**config.mk**
```make
export PLATFORM = sky130hd
export DESIGN_NAME = mem_dbus_if
export DESIGN_NICKNAME = d
export VERILOG_FILES = /design/src/rtl/mem_dbus_if_pkg.sv /design/src/rtl/mem_lane_align.sv /design/src/rtl/mem_dbus_if.sv
export SDC_FILE = /design/constraint.sdc
export NUM_CORES = 1
export LEC_CHECK = 0
export CORE_MARGIN = 3
export CORE_UTILIZATION = 45
export CTS_BUF_LIST = sky130_fd_sc_hd__clkbuf_8
export CTS_CLUSTER_DIAMETER = 120
export DETAILED_ROUTE_END_ITERATION = 6
export HOLD_SLACK_MARGIN = 0.02
export PLACE_DENSITY = 0.81
export REMOVE_ABC_BUFFERS = 1
export SYNTH_ARGS = -nofsm -noshare
export SYNTH_HDL_FRONTEND = slang
export SYNTH_SLANG_ARGS = --single-unit
```
**constraint.sdc**
```tcl
create_clock -name clk -period 4.6 [get_ports clk]
set_input_delay 0.92 -clock clk [delete_from_list [all_inputs] [get_ports clk]]
set_output_delay 0.92 -clock clk [all_outputs]
set_load 0.005 [all_outputs]
```
**src/rtl/mem_dbus_if_pkg.sv**
```systemverilog
// Shared constants for the MEM-stage load/store unit: aluop codes, stall
// polarity, bus widths and the MEM FSM state encoding.
package mem_dbus_if_pkg;

  localparam int RegBus = 32;
  localparam logic [RegBus-1:0] ZeroWord = '0;

  localparam logic Stop   = 1'b1;
  localparam logic NoStop = 1'b0;

  localparam logic [7:0] EXE_LB_OP  = 8'b1110_0000;
  localparam logic [7:0] EXE_LH_OP  = 8'b1110_0001;
  localparam logic [7:0] EXE_LW_OP  = 8'b1110_0011;
  localparam logic [7:0] EXE_LBU_OP = 8'b1110_0100;
  localparam logic [7:0] EXE_LHU_OP = 8'b1110_0101;
  localparam logic [7:0] EXE_SB_OP  = 8'b1110_1000;
  localparam logic [7:0] EXE_SH_OP  = 8'b1110_1001;
  localparam logic [7:0] EXE_SW_OP  = 8'b1110_1011;

  typedef enum logic [1:0] {
    MEM_IDLE,
    MEM_BUSY,
    MEM_HOLD
  } mem_state_t;

endpackage

```
**src/rtl/mem_lane_align.sv**
```systemverilog
// Big-endian byte-lane decode: byte enables, lane-replicated store data,
// extended load data and the misalignment flag for one aluop/address pair.
module mem_lane_align
  import mem_dbus_if_pkg::*;
(
  input  logic [7:0]        aluop,
  input  logic [1:0]        addr,
  input  logic [RegBus-1:0] store_data,
  input  logic [RegBus-1:0] load_word,
  output logic              is_mem,
  output logic              is_store,
  output logic              misaligned,
  output logic [3:0]        sel,
  output logic [RegBus-1:0] wdata,
  output logic [RegBus-1:0] load_data
);

  logic [7:0]  lane_b;
  logic [15:0] lane_h;

  // Lane 00 is the most significant byte on this bus.
  always_comb begin
    lane_b = load_word[7:0];
    case (addr)
      2'b00:   lane_b = load_word[31:24];
      2'b01:   lane_b = load_word[23:16];
      2'b10:   lane_b = load_word[15:8];
      default: lane_b = load_word[7:0];
    endcase
  end

  assign lane_h = addr[1] ? load_word[15:0] : load_word[31:16];

  always_comb begin
    is_mem     = 1'b1;
    is_store   = 1'b0;
    misaligned = 1'b0;
    sel        = 4'b0000;
    wdata      = ZeroWord;
    load_data  = ZeroWord;
    case (aluop)
      EXE_LB_OP: begin
        sel       = 4'b1000 >> addr;
        load_data = {{24{lane_b[7]}}, lane_b};
      end
      EXE_LBU_OP: begin
        sel       = 4'b1000 >> addr;
        load_data = {24'h0, lane_b};
      end
      EXE_LH_OP: begin
        sel        = addr[1] ? 4'b0011 : 4'b1100;
        misaligned = addr[0];
        load_data  = {{16{lane_h[15]}}, lane_h};
      end
      EXE_LHU_OP: begin
        sel        = addr[1] ? 4'b0011 : 4'b1100;
        misaligned = addr[0];
        load_data  = {16'h0, lane_h};
      end
      EXE_LW_OP: begin
        sel        = 4'b1111;
        misaligned = |addr;
        load_data  = load_word;
      end
      EXE_SB_OP: begin
        is_store = 1'b1;
        sel      = 4'b1000 >> addr;
        wdata    = {4{store_data[7:0]}};
      end
      EXE_SH_OP: begin
        is_store   = 1'b1;
        sel        = addr[1] ? 4'b0011 : 4'b1100;
        misaligned = addr[0];
        wdata      = {2{store_data[15:0]}};
      end
      EXE_SW_OP: begin
        is_store   = 1'b1;
        sel        = 4'b1111;
        misaligned = |addr;
        wdata      = store_data;
      end
      default: is_mem = 1'b0;
    endcase
  end

endmodule

```
**src/rtl/mem_dbus_if.sv**
```systemverilog
// MEM-stage load/store unit: issues one registered req/ack data-bus access per
// memory instruction, stalls the pipeline until ack and returns extended load data.
module mem_dbus_if
  import mem_dbus_if_pkg::*;
#(
  parameter int ADDR_W = 32,
  parameter int TO_MAX = 255
) (
  input  logic              clk,
  input  logic              rst,
  input  logic [5:0]        stall,
  input  logic [4:0]        wd_i,
  input  logic              wreg_i,
  input  logic [RegBus-1:0] wdata_i,
  input  logic [7:0]        aluop_i,
  input  logic [ADDR_W-1:0] mem_addr_i,
  input  logic [RegBus-1:0] reg2_i,
  output logic [4:0]        wd_o,
  output logic              wreg_o,
  output logic [RegBus-1:0] wdata_o,
  output logic              stallreq_o,
  output logic              dbus_req_o,
  output logic              dbus_we_o,
  output logic [ADDR_W-1:0] dbus_addr_o,
  output logic [3:0]        dbus_sel_o,
  output logic [RegBus-1:0] dbus_wdata_o,
  input  logic [RegBus-1:0] dbus_rdata_i,
  input  logic              dbus_ack_i,
  output logic              err_o
);

  localparam int CNT_W = (TO_MAX < 2) ? 1 : $clog2(TO_MAX + 1);

  mem_state_t        state, state_nxt;
  logic [7:0]        op_q;
  logic [1:0]        addr_q;
  logic [RegBus-1:0] rbuf;
  logic [CNT_W-1:0]  to_cnt;
  logic              issue, done, timeout;
  logic              stall_unused;

  logic [7:0]        al_op;
  logic [1:0]        al_addr;
  logic [RegBus-1:0] al_word;
  logic              al_mem, al_store, al_mis;
  logic [3:0]        al_sel;
  logic [RegBus-1:0] al_wdata, al_load;

  assign stall_unused = ^{stall[5], stall[3:0]};

  // One decoder serves both paths: live inputs when issuing, the latched op once in flight.
  assign al_op   = (state == MEM_IDLE) ? aluop_i : op_q;
  assign al_addr = (state == MEM_IDLE) ? mem_addr_i[1:0] : addr_q;
  assign al_word = (state == MEM_HOLD) ? rbuf : dbus_rdata_i;

  assign timeout = (TO_MAX != 0) && (to_cnt == CNT_W'(TO_MAX - 1));

  mem_lane_align u_align (
    .aluop      (al_op),
    .addr       (al_addr),
    .store_data (reg2_i),
    .load_word  (al_word),
    .is_mem     (al_mem),
    .is_store   (al_store),
    .misaligned (al_mis),
    .sel        (al_sel),
    .wdata      (al_wdata),
    .load_data  (al_load)
  );

  always_ff @(posedge clk) begin
    if (rst) state <= MEM_IDLE;
    else     state <= state_nxt;
  end

  always_comb begin
    state_nxt  = state;
    issue      = 1'b0;
    done       = 1'b0;
    stallreq_o = 1'b0;
    err_o      = 1'b0;
    wd_o       = wd_i;
    wreg_o     = wreg_i;
    wdata_o    = wdata_i;
    if (rst) begin
      wd_o    = 5'd0;
      wreg_o  = 1'b0;
      wdata_o = ZeroWord;
    end else begin
      case (state)
        MEM_IDLE: begin
          if (al_mem && al_mis) begin
            err_o  = 1'b1;
            wreg_o = 1'b0;
          end else if (al_mem) begin
            issue      = 1'b1;
            stallreq_o = 1'b1;
            wreg_o     = 1'b0;
            wdata_o    = ZeroWord;
            state_nxt  = MEM_BUSY;
          end
        end
        MEM_BUSY: begin
          // Ack beats a simultaneous timeout: the data is already on the bus.
          if (dbus_ack_i) begin
            done      = 1'b1;
            wreg_o    = wreg_i & ~al_store;
            wdata_o   = al_store ? wdata_i : al_load;
            state_nxt = (stall[4] == Stop) ? MEM_HOLD : MEM_IDLE;
          end else if (timeout) begin
            done      = 1'b1;
            err_o     = 1'b1;
            wreg_o    = 1'b0;
            state_nxt = MEM_IDLE;
          end else begin
            stallreq_o = 1'b1;
            wreg_o     = 1'b0;
            wdata_o    = ZeroWord;
          end
        end
        MEM_HOLD: begin
          wreg_o  = wreg_i & ~al_store;
          wdata_o = al_store ? wdata_i : al_load;
          if (stall[4] == NoStop) state_nxt = MEM_IDLE;
        end
        default: state_nxt = MEM_IDLE;
      endcase
    end
  end

  always_ff @(posedge clk) begin
    if (rst) begin
      dbus_req_o   <= 1'b0;
      dbus_we_o    <= 1'b0;
      dbus_addr_o  <= '0;
      dbus_sel_o   <= 4'b0000;
      dbus_wdata_o <= ZeroWord;
      op_q         <= 8'h00;
      addr_q       <= 2'b00;
      rbuf         <= ZeroWord;
      to_cnt       <= '0;
    end else if (issue) begin
      dbus_req_o   <= 1'b1;
      dbus_we_o    <= al_store;
      dbus_addr_o  <= {mem_addr_i[ADDR_W-1:2], 2'b00};
      dbus_sel_o   <= al_sel;
      dbus_wdata_o <= al_store ? al_wdata : ZeroWord;
      op_q         <= aluop_i;
      addr_q       <= mem_addr_i[1:0];
      to_cnt       <= '0;
    end else if (done) begin
      dbus_req_o   <= 1'b0;
      dbus_we_o    <= 1'b0;
      dbus_addr_o  <= '0;
      dbus_sel_o   <= 4'b0000;
      dbus_wdata_o <= ZeroWord;
      to_cnt       <= '0;
      if (dbus_ack_i) rbuf <= dbus_rdata_i;
    end else if (state == MEM_BUSY) begin
      to_cnt <= to_cnt + 1'b1;
    end
  end

endmodule

```
After elaboration in Yosys (flattened, before gate mapping)
Cells that the tools add are included.
Operators by class
  div/mod/pow operators: 0
  $mul: 0
  $add $sub $neg: 1
  bitwise gates (word level): 3
  order comparisons: 0
  reduce and logical (&&, ||, !) cells: 13
  multiplexer cells: 58
  equal/unequal tests: 17
  shift operators: 1
Operators with widths (number)
  2-to-1 mux 32 bit: 12
  one-hot mux 32 bit (3 select lines): 2
  one-hot mux 32 bit (5 select lines): 1
  equality test 8 bit, second input constant: 9
  one-hot mux 8 bit (3 select lines): 1
  2-to-1 mux 1 bit: 23
  2-to-1 mux 16 bit: 1
  2-to-1 mux 2 bit: 7
  2-to-1 mux 4 bit: 3
  one-hot mux 4 bit (3 select lines): 1
  OR reduction 3 bit: 4
  adder 8 x 1 -> 8 bit, second input constant: 1
  2-to-1 mux 8 bit: 1
  OR reduction 8 bit: 1
  inequality test 2 bit, second input constant: 3
  one-hot mux 1 bit (2 select lines): 3
  one-hot mux 2 bit (3 select lines): 1
  2-to-1 mux 5 bit: 1
  equality test 2 x 1 -> 1 bit, second input constant: 2
  equality test 2 bit, second input constant: 2
  zero test 2 bit: 2
  AND reduction 4 bit: 1
  OR reduction 2 bit: 2
  right shift 4 x 2 -> 4 bit, first input constant: 1
  7 further kinds: 8
Word-level totals
  register bits: 120
  bits in latches: 0
  memory bits (read-only): 0
  input bits: 151
  memory bits (writable): 0
  memories: 0

Depth between registers and ports, before layout
Gate-level depths: netlist of run 1.
  depth after elaboration: 11
  depth in mapped cells: 12
  mapped depth without buffers: 8

Modules after synthesis
From an unflattened synthesis of run 1, not the netlist that was laid out.
Second synthesis, totals
  cell total of the unflattened synthesis: 646
  area, all modules: 6292.3 um2
By module, submodules not included
  mem_dbus_if: area each 4953.5 um2, cells an instance 481, seq. area each 2402.3 um2, instances 1
  mem_lane_align: area each 1338.8 um2, cells an instance 165, seq. area each 0.0 um2, instances 1

Worst setup path before layout of run 1
OpenSTA, ideal clock, no wires.
  kind: input -> output
  start: in aluop_i[4]
  end: out wdata_o[27]
  setup slack: 807 ps
  required time: 3680 ps
  stages: 9
  data arrival time: 2873 ps
  path buffers: 2
  cell sequence: nand4b_1 -> or4_1 -> buf_2 -> a211oi_4 -> a2111oi_4 -> o21bai_2 -> o311ai_2 -> buf_2 -> a22o_1
Between the ends
  cells in the longest elaborated chain, start to end: 8
RTL lines
  start, declared: line mem_dbus_if.sv:15  | input logic [7:0] aluop_i,
  2-to-1 mux 8 bit (*): line mem_dbus_if.sv:52  | assign al_op = (state == MEM_IDLE) ? aluop_i : op_q;
  equality test 8 bit: line mem_lane_align.sv:41  | case (aluop)
  OR reduction 8 bit (no line), or another cell as far along
  2-to-1 mux 1 bit or one-hot mux 1 bit (2 select lines) (tied branches): line mem_lane_align.sv:41
  2-to-1 mux 32 bit, or another cell as far along: line mem_dbus_if.sv:95  | end else if (al_mem) begin
  2-to-1 mux 32 bit (on tied branches): line mem_dbus_if.sv:92, mem_dbus_if.sv:105
  one-hot mux 32 bit (3 select lines) (*): line mem_dbus_if.sv:90  | case (state)
  2-to-1 mux 32 bit (*): line mem_dbus_if.sv:85  | if (rst) begin
  end, declared: line mem_dbus_if.sv:20  | output logic [RegBus-1:0] wdata_o,
Mark *: on every way between the ends. The rest lies on a longest branch, timed or not.

Worst setup path after layout of run 1
  start: in aluop_i[1]
  end: out wdata_o[14]
The elaborated chain is that of the path after synthesis.

==> key figures, run 1 <==
Run status
  – Status: finished, violations left
  – Violated checks: setup timing

Synth
  – Register bit total from synthesis: 120
  – Area leader, netlist: dfxtp_1
  – Main combinational cell family by area after synthesis: compound AO/OA/AOI/OAI gates
  – Mapped Cells: 778
  – Synth Area per Inst: 8.48 um2
  – Cell Area, Synth: 0.00660 mm2
  – Synth top area share: 36.4%
  – Ys async rst share: 0%
  – Post-synthesis xor/xnor area fraction: 0.796%
  – Ys flop type: dfxtp_1
  – Number of synthesized flops with an enable pin: 0
  – Simple-gate share of the synthesized area: 20.1%
  – Post-synthesis compound-gate area fraction: 26.7%
  – Ranking of synthesized cells by area: dfxtp_1, nand2_1, mux4_2, a22o_1, a21oi_1
  – Register area share after synthesis: 36.4%
  – Ys Warns: 0
  – Multiplexer share of the synthesized area: 10.5%
  – Adder-cell share of the synthesized area: 0.379%
  – Number of unique standard cell types used by synthesis: 61

Run
  – Max_cap viols: 0

Layout
  – Commonest non-fill, non-tap cells in the layout: clkdlybuf4s50_1, nand2_1, dfxtp_1, o21ai_0, a21oi_1
  – Final Util: 71.9%
  – Fraction of layout cells with a size suffix above 1: 13.9%
  – Area of the multi-input gates: 0.00394 mm2
  – Fillcell total: 1,112
  – Area growth from synthesis to layout: 53.6%
  – FF+latch area: 0.00240 mm2
  – N_diodes: 0
  – # nets final: 1,201
  – Most common cell after layout, fill and taps aside: clkdlybuf4s50_1

Critical path
  – Critical Path End Type: output pin
  – Kind of cell adding the most delay to the critical path: buffers and inverters
  – CP bufs+invs: 5
  – Worst EP required: 3.68 ns
  – Critical path class: in -> out
  – R2R Path End: dbus_wdata_o[7]
  – Depth of the worst register-to-register path: 10
  – Crit Path Max Fanout: 15
  – Start of the worst register-to-register path: state[1]
  – Crit path cell chain: clkdlybuf4s50_1 -> buf_4 -> nor4b_1 -> a31o_1 -> and2_2 -> a221o_1 -> o21bai_2 -> o311ai_4 -> buf_12 -> clkbuf_16 -> a22o_1 -> dlygate4sd2_1
  – Worst-path cell with the longest stage delay: clkdlybuf4s50_1
  – Crit path DAT: 3.69 ns
  – Critical path startpoint category: input port
  – R2r setup slk: 1.32 ns
  – Slowest cell delay on critical path: 0.44 ns

Power
  – Pwr Density: 251 mW/mm2
  – Leakage: 4.03 nW
  – Overall Power: 2.55 mW
  – Peak supply drop: 0.142 mV

Route
  – 1st-pass router iterations: 5
  – Vias: 7,005
  – DR DRC count: 0
  – Avg WL per Cell: 17.8 um
  – Initial DRC Count: 547
  – Total Wirelength: 22,100 um
  – Remaining antenna violation count: 0
  – Vias per cell: 5.64

Floorplan
  – Io pins: 261
  – Die Width: 127 um
  – Die height: 127 um
  – Row count: 43
  – Die area: 0.0162 mm2
  – Starting Density: 46.8%
  – Core area: 0.0141 mm2

STA
  – Pins Over Slew Limit: 0
  – RSZ-0062 raised after global routing: true
  – Relative slew slack: 21.4%
  – Fin crit period: 4.61 ns
  – Slew @ Worst Pin: 1.17 ns
  – Final WS setup: -0.00839 ns
  – Fmax: 0.217 GHz
  – Min Hold Slack: 0.465 ns
  – Final worst path period share: 100%
  – Final Hold Violating Endpoints: 0
  – Clk_skew: 0.0109 ns
  – Endpoints failing setup: 9

Clocking
  – Num CTS Buffers: 17
  – Number of clock sinks: 120
  – Clk buf depth: 2
  – Worst skew pair latency: 0.44 ns
  – H-Tree Depth: 4
  – TritonCTS clock tree: built
  – Root buffer cell: clkbuf_8
  – Clk slew on worst S/H paths: 0.07 ns

Placed design
  – # port buffers: 253
  – Routability cong.: 0.865
  – Hpwl dp: 15,600 um

GRT
  – First-pass GRT wire length: 34,800 um
  – Largest net degree at the start of global routing: 65
  – GRT Util Overall: 26.6%
  – Initial antenna violation count: 0
  – Number of global-route vias before repair: 6,901
  – Total grt overflow: 0

Hold path
  – Hold WC Path Type: reg -> reg
  – Min-Delay Endpoint: dbus_we_o
  – Hold Startpoint: dbus_we_o
  – Hold Crit Depth: 1
-- cells in the mapped netlist, drive strengths merged, types with 6 or more instances --
master	count
nor2	25
nand3	37
mux2i	32
buf	28
nand2b	36
o2bb2ai	22
xor2	6
o21ai	75
nand2	131
a22o	41
a22oi	16
a21oi	71
clkbuf	41
mux4	16
dfxtp	120
nor2b	10
-- metal layers --
metal	share of wire [%]	GRT usage, %	wire (um)
met5	0	0	0
met4	2.9	10.6	645
met3	8.5	7.61	1880
met2	48	44.9	10700
met1	40	31.9	8930
-- logic make-up (layout without fill, tap and decap cells) --
kind of cell | Yosys count | after routing
buf+inv | 72 | 354
compound gates | 255 | 255
fa+ha+maj | 2 | 2
xor+xnor | 6 | 6
other cells | 1 | 2
mux | 49 | 49
flops | 120 | 120
simple gates | 273 | 273
-- how the worst max path moves through the flow --
stage | start | end | slack (ns) | cells past startpoint
floorplan | state[1] | wdata_o[30] | -0.17 | 6
global placement | aluop_i[4] | wdata_o[19] | -0.20 | 11
detailed placement | aluop_i[4] | wdata_o[19] | -0.25 | 11
CTS | aluop_i[4] | wdata_o[6] | -0.02 | 12
global route | aluop_i[1] | wdata_o[27] | -0.08 | 12
finish | aluop_i[1] | wdata_o[14] | -0.008 | 12
-- timing repair --
item,4_1_cts,5_1_grt
buffers inserted,2,4
endpoints found under the setup margin,32,29
pin swaps,6,2
cloned,0,2
hold buffers,0,0
resized for setup,40,13
-- metrics by stage --
step	area, um2	worst slack (ns)	setup TNS (ns)	instances
global placement	9540	-0.199	-4.48	1202
finish	10100	-0.00839	-0.0384	1241
CTS	10000	-0.0163	-0.0163	1236
floorplan	6280	-0.169	-2.44	710
global route	10100	-0.0815	-1.30	1241
detailed placement	9540	-0.245	-6.28	1202
-- sequential cells by signal, indices dropped and copies added, names as in the netlist --
signal        cells
addr_q            2
dbus_addr_o      30
dbus_req_o        1
dbus_sel_o        4
dbus_wdata_o     32
dbus_we_o         1
op_q              8
rbuf             32
state             2
to_cnt            8
-- where the power goes --
group | internal (mW) | switching, mW
Sequential | 1.05 | 0.00579
Clock | 0.694 | 0.433
Combinational | 0.224 | 0.142
Total | 1.97 | 0.582
-- layout make-up --
cell class	instances	area share, %
inverters	3	0.111
clock buffers	17	2.31
well taps	180	2.22
multi-input cells	587	38.9
clock inverters	15	2.31
repair buffers	319	30.5
flip-flops and latches	120	23.7
Note: power is estimated with default switching activity, not from simulation.
==> inputs of run 2 (changes only) <==
Settings changed: CTS_CLUSTER_DIAMETER 120 to default.
==> results of run 2 <==
No change in the layout: final DEF, timing and power equal those of run 1.
==> inputs of run 3 (changes only) <==
Settings changed: SLEW_MARGIN from default to 20.
==> key figures, run 3 (synthesized netlist as in run 1, its figures left out) <==
GRT
  – First-pass GRT wire length: 34,800 um (unchanged)
  – Largest net degree at the start of global routing: 65 (unchanged)
  – GRT Util Overall: 26.6% (unchanged)
  – Total grt overflow: 0 (unchanged)
  – Initial antenna violation count: 0 (unchanged)
  – Number of global-route vias before repair: 6,901 (unchanged)

Run status
  – Status: finished, violations left
  – Violated checks: setup timing

Critical path
  – R2r setup slk: 1.31 ns (about the same)
  – Start of the worst register-to-register path: state[1]
  – R2R Path End: dbus_wdata_o[2]
  – Critical path startpoint category: input port
  – Crit Path Max Fanout: 15 (unchanged)
  – Worst EP required: 3.68 ns (about the same)
  – Critical path class: in -> out
  – Crit path DAT: 3.68 ns (about the same)
  – Critical Path End Type: output pin
  – Depth of the worst register-to-register path: 10 (unchanged)

Hold path
  – Min-Delay Endpoint: dbus_wdata_o[8]
  – Hold WC Path Type: reg -> reg
  – Hold Crit Depth: 1 (unchanged)
  – Hold Startpoint: dbus_wdata_o[8]

Floorplan
  – Row count: 43 (unchanged)
  – Die height: 127 um (unchanged)
  – Io pins: 261 (unchanged)
  – Die Width: 127 um (unchanged)
  – Core area: 0.0141 mm2 (unchanged)
  – Die area: 0.0162 mm2 (unchanged)
  – Starting Density: 46.8% (unchanged)

Layout
  – Final Instance Count excl. Fillers: 1,241 (unchanged)
  – Commonest non-fill, non-tap cells in the layout: clkdlybuf4s50_1, nand2_1, dfxtp_1, o21ai_0, a21oi_1
  – N_diodes: 0 (unchanged)
  – Final Cell Area: 0.0101 mm2 (about the same)
  – Fillcell total: 1,114 (+0.18%)
  – Regs by FF count: dbus_wdata_o: 32 flops, rbuf: 32 flops, dbus_addr_o: 30 flops
  – Fraction of layout cells with a size suffix above 1: 13.9% (unchanged)
  – Most common cell after layout, fill and taps aside: clkdlybuf4s50_1
  – # nets final: 1,201 (unchanged)
  – Area growth from synthesis to layout: 53.7% (about the same)

Route
  – 1st-pass router iterations: 4 (-1)
  – Vias per cell: 5.66 (+0.23%)
  – Remaining antenna violation count: 0 (unchanged)
  – DR DRC count: 0 (unchanged)
  – Avg WL per Cell: 17.9 um (+0.40%)
  – Initial DRC Count: 520 (-4.9%)
  – Total Wirelength: 22,200 um (+0.40%)
  – Vias: 7,021 (+0.23%)

STA
  – Min Hold Slack: 0.465 ns (+0.0000530 ns)
  – Fin crit period: 4.60 ns (-0.00705 ns)
  – Final Hold Violating Endpoints: 0 (unchanged)
  – Fmax: 0.217 GHz (+0.15%)
  – Relative slew slack: 51.3% (+30 points)
  – Final worst path period share: 100% (-0.15 points)
  – Endpoints failing setup: 1 (-8)
  – Clk_skew: 0.0110 ns (+0.0000585 ns)
  – Pins Over Slew Limit: 0 (unchanged)
  – RSZ-0062 raised after global routing: true
  – Slew @ Worst Pin: 0.729 ns (-0.444 ns)
  – Final WS setup: -0.00134 ns (+0.00705 ns)

Clocking
  – Number of clock sinks: 120 (unchanged)
  – H-Tree Depth: 4 (unchanged)
  – Worst skew pair latency: 0.44 ns (about the same)
  – Clk slew on worst S/H paths: 0.07 ns (about the same)
  – Root buffer cell: clkbuf_8
  – Clk buf depth: 2 (unchanged)
  – Num CTS Buffers: 17 (unchanged)
  – Hold_buf cts: 0 (unchanged)
  – TritonCTS clock tree: built

Placed design
  – Area after DPL: 0.00954 mm2 (unchanged)
  – Placed cells: 1,202 (unchanged)
  – Pre-CTS WS: -0.245 ns (unchanged)
  – Routability cong.: 0.865 (unchanged)
  – Hpwl dp: 15,600 um (unchanged)
  – # port buffers: 253 (unchanged)

Power
  – Leakage: 4.03 nW (about the same)
  – Peak supply drop: 0.143 mV (+0.12%)
  – Pwr Density: 251 mW/mm2 (about the same)

Run
  – Max_cap viols: 0 (unchanged)
## run 3: cell count changes in the layout (fill, tap and decap cells not counted)
| cell | previous run | this run |
|---|---|---|
| nor3_2 | 1 | 0 |
| nor3_4 | 0 | 1 |
## run 3: where the power goes
group	total, mW	leakage [nW]	switching [mW]	internal, mW
clock	1.13	0.240	0.435	0.694
combinational	0.366	2.82	0.143	0.224
sequential	1.05	0.967	0.00583	1.05
total	2.55	4.03	0.583	1.97
## run 3: how the worst max path moves through the flow
stage | start | slack, ns | cells past startpoint | end
6_report | aluop_i[0] | -0.001 | 13 | wdata_o[27]
3_5_place_dp | aluop_i[4] | -0.25 | 11 | wdata_o[19]
2_1_floorplan | state[1] | -0.17 | 6 | wdata_o[30]
4_1_cts | aluop_i[4] | -0.02 | 12 | wdata_o[6]
3_3_place_gp | aluop_i[4] | -0.20 | 11 | wdata_o[19]
5_1_grt | aluop_i[1] | -0.08 | 12 | wdata_o[27]
## run 3: repair_timing
action,4_1_cts,5_1_grt
endpoints found under the hold margin,0,0
pin swaps,6,2
gates cloned,0,2
setup buffers,2,4
setup endpoints to repair,32,29
resized for setup,40,13
## run 3: layout make-up
cell class	count	area [um2]	area share, %
inverter	3	11.3	0.111
clock buffer	17	234	2.31
timing repair buffer	319	3090	30.4
clock inverter	15	234	2.31
tap	180	225	2.22
multi-input combinational	587	3950	38.9
sequential	120	2400	23.7
## run 3: per-layer routing
| metal | global-route usage, % | wire, um | up-vias |
|---|---|---|---|
| met5 | 0 | 0 | - |
| met3 | 7.61 | 1830 | 52 |
| met4 | 10.6 | 657 | 0 |
| li1 | - | - | 3356 |
| met2 | 44.9 | 10700 | 295 |
| met1 | 31.9 | 9050 | 3318 |
## run 3: critical path: stages
cell	delay [ns]
clkdlybuf4s50_1	0.47
buf_4	0.16
inv_1	0.10
o32ai_4	0.12
buf_4	0.18
and2_1	0.15
a221o_1	0.35
o21bai_2	0.22
o311ai_4	0.17
buf_12	0.17
clkbuf_16	0.17
a22o_1	0.23
dlygate4sd2_1	0.26
## run 3: stage by stage
step	utilization [%]	total power, mW	TNS [ns]
floorplan	-	1.19	-2.44
global placement	67.7	1.43	-4.48
detailed placement	67.7	1.44	-6.28
CTS	71.2	2.55	-0.0163
global route	72.0	2.63	-1.30
finish	72.0	2.55	-0.00134
